## config.mk

```make
export PLATFORM = sky130hd
export DESIGN_NAME = keypad_emulator
export DESIGN_NICKNAME = d
export VERILOG_FILES = /design/src/rtl/keypad_pkg.sv /design/src/rtl/keypad_emulator_cycle_timer.sv /design/src/rtl/keypad_emulator.sv
export SDC_FILE = /design/constraint.sdc
export NUM_CORES = 1
export LEC_CHECK = 0
export BUFFER_PORTS_ARGS = -buffer_cell sky130_fd_sc_hd__buf_2
export CORE_MARGIN = 2
export CORE_UTILIZATION = 38
export CTS_CLUSTER_SIZE = 14
export DETAILED_ROUTE_END_ITERATION = 10
export PLACE_DENSITY = 0.66
export SLEW_MARGIN = 0
export SYNTH_ARGS = -nofsm -noshare
export SYNTH_HDL_FRONTEND = slang
export SYNTH_HIERARCHICAL = 1
export SYNTH_SLANG_ARGS = --single-unit
```

## constraint.sdc

```tcl
create_clock -name clk -period 3.7 [get_ports clk]
set_clock_uncertainty 0.05 [all_clocks]
set_input_delay 0.74 -clock clk [delete_from_list [all_inputs] [get_ports clk]]
set_output_delay 0.74 -clock clk [all_outputs]
set_load 0.005 [all_outputs]
```

## src/rtl/keypad_pkg.sv

```systemverilog
// rtl/keypad_pkg.sv - shared keypad state type, key mapping constants and code helpers
package keypad_pkg;

   localparam int NOT_PRESSED = 16;
   localparam int KEY_ROWS    = 4;
   localparam int KEY_COLS    = 4;

   // Keys 0..12 carry hex 1..D; the last three positions carry 0, E and F.
   localparam logic [3:0] KEY_IDX_ZERO = 4'd13;
   localparam logic [3:0] KEY_IDX_E    = 4'd14;
   localparam logic [3:0] KEY_IDX_F    = 4'd15;

   typedef enum logic [1:0] {
      IDLE    = 2'd0,
      BOUNCE  = 2'd1,
      PRESS   = 2'd2,
      RELEASE = 2'd3
   } kp_state_t;

   function automatic logic [7:0] key_to_code(input logic [3:0] k);
      logic [3:0] row_oh;
      logic [3:0] col_oh;
      row_oh = 4'b0001 << k[3:2];
      col_oh = 4'b0001 << k[1:0];
      return {row_oh, col_oh};
   endfunction

   function automatic logic [3:0] key_to_hex(input logic [3:0] k);
      logic [3:0] hex;
      if (k == KEY_IDX_ZERO)
         hex = 4'd0;
      else if (k >= KEY_IDX_E)
         hex = k;
      else
         hex = k + 4'd1;
      return hex;
   endfunction

endpackage

```

## src/rtl/keypad_emulator_cycle_timer.sv

```systemverilog
// rtl/keypad_emulator_cycle_timer.sv - loadable down-counter that saturates at zero
module cycle_timer #(
   parameter int CNT_W = 27
) (
   input  logic             clk,
   input  logic             clear,
   input  logic             load,
   input  logic [CNT_W-1:0] load_val,
   output logic             expired
);

   logic [CNT_W-1:0] r_count;

   always_ff @(posedge clk) begin
      if (clear)
         r_count <= '0;
      else if (load)
         r_count <= load_val;
      else if (r_count != '0)
         r_count <= r_count - CNT_W'(1);
   end

   assign expired = (r_count == '0);

endmodule

```

## src/rtl/keypad_emulator.sv

```systemverilog
// rtl/keypad_emulator.sv - 4x4 keypad contact emulator driven by a key-press handshake
module keypad_emulator
   import keypad_pkg::*;
#(
   parameter int CNT_W          = 27,
   parameter int HOLD_CYCLES    = 80_000_000,
   parameter int GAP_CYCLES     = 4_000_000,
   parameter int BOUNCE_TOGGLES = 0,
   parameter int BOUNCE_PERIOD  = 1000
) (
   input  logic       clk,
   input  logic       clear,
   input  logic       req_valid,
   input  logic [3:0] req_key,
   output logic       req_ready,
   input  logic [3:0] scan_output,
   output logic [3:0] scan_got,
   output logic       busy,
   output logic       done
);

   localparam int HOLD_EFF = (HOLD_CYCLES   < 1) ? 1 : HOLD_CYCLES;
   localparam int GAP_EFF  = (GAP_CYCLES    < 1) ? 1 : GAP_CYCLES;
   localparam int PER_EFF  = (BOUNCE_PERIOD < 1) ? 1 : BOUNCE_PERIOD;

   // Timer runs from limit-1 down to 0, so a phase lasts exactly limit cycles.
   localparam logic [CNT_W-1:0] HOLD_LD  = CNT_W'(HOLD_EFF - 1);
   localparam logic [CNT_W-1:0] GAP_LD   = CNT_W'(GAP_EFF - 1);
   localparam logic [CNT_W-1:0] PER_LD   = CNT_W'(PER_EFF - 1);
   localparam logic [CNT_W-1:0] TOG_INIT = CNT_W'(BOUNCE_TOGGLES);
   localparam bit               HAS_BOUNCE = (BOUNCE_TOGGLES > 0);

   kp_state_t        r_state;
   logic [3:0]       r_key;
   logic             r_contact;
   logic             r_busy;
   logic             r_done;
   logic [CNT_W-1:0] r_tog;

   logic             w_accept;
   logic             w_expired;
   logic             w_load;
   logic [CNT_W-1:0] w_load_val;
   logic             w_last_tog;

   assign w_accept   = req_valid && (r_state == IDLE);
   assign w_last_tog = (r_tog <= CNT_W'(1));

   always_comb begin
      w_load     = 1'b0;
      w_load_val = HOLD_LD;
      case (r_state)
         IDLE: begin
            w_load     = w_accept;
            w_load_val = HAS_BOUNCE ? PER_LD : HOLD_LD;
         end
         BOUNCE: begin
            w_load     = w_expired;
            w_load_val = w_last_tog ? HOLD_LD : PER_LD;
         end
         PRESS: begin
            w_load     = w_expired;
            w_load_val = GAP_LD;
         end
         default: begin
            w_load     = 1'b0;
            w_load_val = HOLD_LD;
         end
      endcase
   end

   cycle_timer #(
      .CNT_W    (CNT_W)
   ) u_timer (
      .clk      (clk),
      .clear    (clear),
      .load     (w_load),
      .load_val (w_load_val),
      .expired  (w_expired)
   );

   always_ff @(posedge clk) begin
      if (clear) begin
         r_state   <= IDLE;
         r_key     <= 4'd0;
         r_contact <= 1'b0;
         r_busy    <= 1'b0;
         r_done    <= 1'b0;
         r_tog     <= '0;
      end else begin
         r_done <= 1'b0;
         case (r_state)
            IDLE: begin
               if (w_accept) begin
                  r_key     <= req_key;
                  r_contact <= 1'b1;
                  r_busy    <= 1'b1;
                  r_tog     <= TOG_INIT;
                  r_state   <= HAS_BOUNCE ? BOUNCE : PRESS;
               end
            end
            BOUNCE: begin
               if (w_expired) begin
                  if (w_last_tog) begin
                     r_contact <= 1'b1;
                     r_state   <= PRESS;
                  end else begin
                     r_contact <= ~r_contact;
                     r_tog     <= r_tog - CNT_W'(1);
                  end
               end
            end
            PRESS: begin
               if (w_expired) begin
                  r_contact <= 1'b0;
                  r_state   <= RELEASE;
               end
            end
            RELEASE: begin
               if (w_expired) begin
                  r_busy  <= 1'b0;
                  r_done  <= 1'b1;
                  r_state <= IDLE;
               end
            end
            default: begin
               r_contact <= 1'b0;
               r_busy    <= 1'b0;
               r_state   <= IDLE;
            end
         endcase
      end
   end

   // Passive switch: the sensed row follows the column drive with no register.
   assign scan_got  = (r_contact && scan_output[r_key[1:0]]) ? (4'b0001 << r_key[3:2]) : 4'b0000;
   assign req_ready = (r_state == IDLE);
   assign busy      = r_busy;
   assign done      = r_done;

endmodule

```

==> metrics.sh <==
RUN_STATUS='complete, no violations'
MOST_NUMEROUS_CELL_IN_THE_YOSYS_NETLIST='dfxtp_1'
FP.DIEAREA_SQ_UM=9560
N_ANTENNA_CELL=0
PIN_COUNT_OF_THE_BIGGEST_NET_ENTERING_GLOBAL_ROUTING=26
ASYNC_RESET_FF_SHARE_PCT=0
YS_TOP_CELLS_BY_AREA='dfxtp_1 (38%), nand2_1 (5.3%), xor2_1 (5.0%), o21ai_0 (4.6%), a21oi_1 (4.0%)'
TIMING_MAX_TRANSITION_VIOLATIONS_FINAL=0
POST-SYNTH-TOP-AREA-CELL='dfxtp_1'
TIMING.CRITICAL_PATH.SLOWEST_STAGE_CELL='or4_4'
INITIAL_CORE_UTIL_PCT=38.7
GRT_UTIL_ALL_LAYERS_PCT=15.8
TOTAL_NEGATIVE_SLACK_FOR_SETUP_CHECKS_NS=0
SYNTH.LIB_CELLS_USED.DISTINCT=57
POST_CTS_RESIZE_COUNT=0
DETAIL_ROUTE.DRC_VIOLATIONS=0
CTS-HTREE-LEVELS=3
LAYOUT_WORST_PATH_CYCLE_SHARE_PCT=90.5
IRDROPWORSTVDD_mV=0.436
GP_CONGESTION=0.864
CLOCK_TREE_FROM_TRITONCTS='built'
GATE_COUNT_OF_THE_MAPPED_NETLIST=399
FINAL.MIN_CLOCK_PERIOD_NS=3.35
TIMING.FINAL.HOLD_VIOLATIONS=0
TIMING.CRITICAL_PATH.REQUIRED_NS=3.92
SYNTH_AREA_PER_CELL_SQ_UM=8.37
TIMING.HOLD.WS_NS=0.422
PLACE.DETAILED.HPWL_MICRONS=5170
CLOCK-ROOT-BUFFER='clkbuf_8'
PLACED_CELLS_INCL_TAPS=525
PLACEMENT.IO_BUFFERS=17
RSZ0062_AT_GRT='no'
CP.ARRIVAL_NS=3.57
POST_ROUTE_ANT_NETS=0
FLOORPLAN.IO_PINS=18
WORST_SETUP_PATH_END_KIND='flip-flop'
DR.FIRST_ITER.DRC_COUNT=151
DIEWIDTH_MICRONS=97.8
VIAS_PER_CELL=5.47
SYNTH-SEQ-CELLS=63
SYNTH_EDF_COUNT=0
CLOCK_PIN_SLEW_OF_THE_REGISTERS_ON_THE_WORST_CASE_SETUP_AND_HOLD_PATHS_NS=0.07
SYNTH-MAIN-FF-CELL='dfxtp_1'
CORE-AREA_SQ_UM=8640
PRE_CTS_WS_NS=0.363
FRACTION_OF_SYNTHESIZED_CELL_AREA_TAKEN_BY_THE_TOP_AREA_CELL_TYPE_PCT=37.8
CELLPOWERDENSITY_nW_PER_UM2=1060
MAXIMUM_CLOCK_RATE_GHz=0.298
ROUTED_WIRE_LENGTH_PER_INSTANCE_MICRONS=13.4
AREA.GROWTH.SYNTH_TO_FINAL_PCT=13.7
WORSTSKEWPAIRLATENCY_NS=0.35
HOLD_CLASS='flip-flop to flip-flop'
TIGHTEST_SLEW_NS=0.978
GRT_PASS1_WL_MICRONS=12400
CRITICAL-PATH-TOP-CELL-BY-COUNT='nand4_1'
ANTENNA_FOUND_INITIAL=0
CLOCK_TREE.BUFFER_DEPTH=2
SLEW_HEADROOM_PCT=34.3
CTS.SINK_COUNT=63
DETAIL_ROUTE.WIRELENGTH_MICRONS=7270
VIAS=2961
POST_CTS_HOLD_BUFFER_COUNT=0
YOSYSWARNINGS=6
SLOWEST_DELAY_NS=0.60
DETAIL_ROUTE.FIRST_PASS.ITERATIONS=4
PROPORTION_OF_LAYOUT_CELLS_WITH_A_DRIVE_SUFFIX_ABOVE_1_PCT=13.2
FINALWORSTSETUPSLACK_NS=0.350
SETUP_VIOL_COUNT_FINAL=0
LEAKAGE_uW=0.00143
LAYOUT.FILLER_CELLS=842
CAP_VIOLATIONS=0
PATH_CELLS='or4_4, nor4_4, nand4_1, nor4_1, buf_4, mux2i_1, and4b_1, nand4_1, or3_2, a21oi_1'
CRITICAL_PATH.STARTPOINT_TYPE='flip-flop'
VIAS_IN_THE_FIRST_GLOBAL_ROUTE=2760
SEQ_AREA_FRAC_SYNTH_PCT=37.8
ROWS=34
FINAL_CELLS=541
CTS_POST_SETUP_BUFFERS_INSERTED=0
LIST_OF_MOST_FREQUENT_POST_SYNTHESIS_CELLS='dfxtp_1 (63), nand2_1 (47), nor2_1 (31), o21ai_0 (31), a21oi_1 (27)'
WORST-PATH-MAX-FANOUT=9
NUM-NETS-FINAL=448
GRT.OVERFLOW.TOTAL=0
TRITONCTS.NUM_BUFFERS=9
SYN_AREA_SQ_UM=3340
DIE_HEIGHT_MICRONS=97.8
CRITPATHKIND='flip-flop to flip-flop'
==> area by class of cell <==
type | instances | area, sq um | area share [%]
Multi-Input combinational cell | 321 | 2020 | 53.1
Sequential cell | 63 | 1260 | 33.2
Timing Repair Buffer | 24 | 138 | 3.62
Tap cell | 108 | 135 | 3.56
Clock buffer | 10 | 128 | 3.36
Clock inverter | 6 | 85.1 | 2.24
Inverter | 9 | 33.8 | 0.889
==> state kept, by name, indices dropped and copies added, names as in the netlist <==
register / flops
r_tog: 27
r_key: 4
r_contact: 1
done: 1
busy: 1
r_state: 2
u_timer/r_count: 27
==> layout by cell type (no fill, tap or decap), drive strengths merged, types with 5 or more instances in the layout <==
master / n
dfxtp: 63
nand2: 47
nor2: 31
o21ai: 31
a21oi: 27
buf: 24
xor2: 19
or3: 16
nor4: 14
or4: 13
conb: 11
nand3: 11
nor3: 10
clkbuf: 10
inv: 9
o31ai: 9
ha: 9
nand4: 7
xnor2: 7
nand2b: 5
==> power by group <==
group / internal (uW) / switching, uW / total, uW
Combinational: 890 / 1260 / 2150
Sequential: 956 / 293 / 1250
Clock: 377 / 272 / 649
==> final timing paths <==
check / start / end / slack (ns) / depth (start not counted)
min: r_key[1] / r_key[1] / 0.42 / 2
max: u_timer/r_count[7] / r_tog[24] / 0.35 / 10
max reg2reg: u_timer/r_count[7] / r_tog[24] / 0.35 / 10
min reg2reg: r_key[1] / r_key[1] / 0.42 / 2
==> critical path: cells and delay by family, from the launching register on <==
family                 cells  cell delay [ns]
flip-flops                 1             0.34
AO/OA/AOI/OAI              1             0.16
buffers and inverters      1             0.19
multiplexers               1             0.09
AND/OR/NAND/NOR            7             2.43
==> layer usage <==
metal / wire [microns] / global-route usage (%) / part of all wire [%]
met1: 3400 / 19.2 / 47
met2: 3420 / 25.7 / 47
met3: 223 / 4.29 / 3.1
met4: 215 / 7.80 / 3.0
met5: 0 / 0 / 0
==> per-stage QoR <==
stage                     total power [uW]  cell area, sq um  util (%)
after floorplan                       2910              3370         -
after global placement                3350              3590      41.5
after detailed placement              3390              3590      41.5
after CTS                             4050              3800      44.0
after global routing                  4420              3800      44.0
final                                 4050              3800      44.0
==> logic make-up (layout without fill, tap and decap cells) <==
| family | Yosys count | count (layout) | synth area share, % |
|---|---|---|---|
| fa+ha+maj | 9 | 9 | 3.37 |
| flops | 63 | 63 | 37.8 |
| xor+xnor | 26 | 26 | 6.82 |
| other cells | 2 | 11 | 0.225 |
| compound gates | 91 | 91 | 16.7 |
| mux | 7 | 7 | 2.58 |
| buf+inv | 24 | 49 | 2.85 |
| simple gates | 177 | 177 | 29.7 |
No activity file was read; power rests on OpenSTA's default activity.
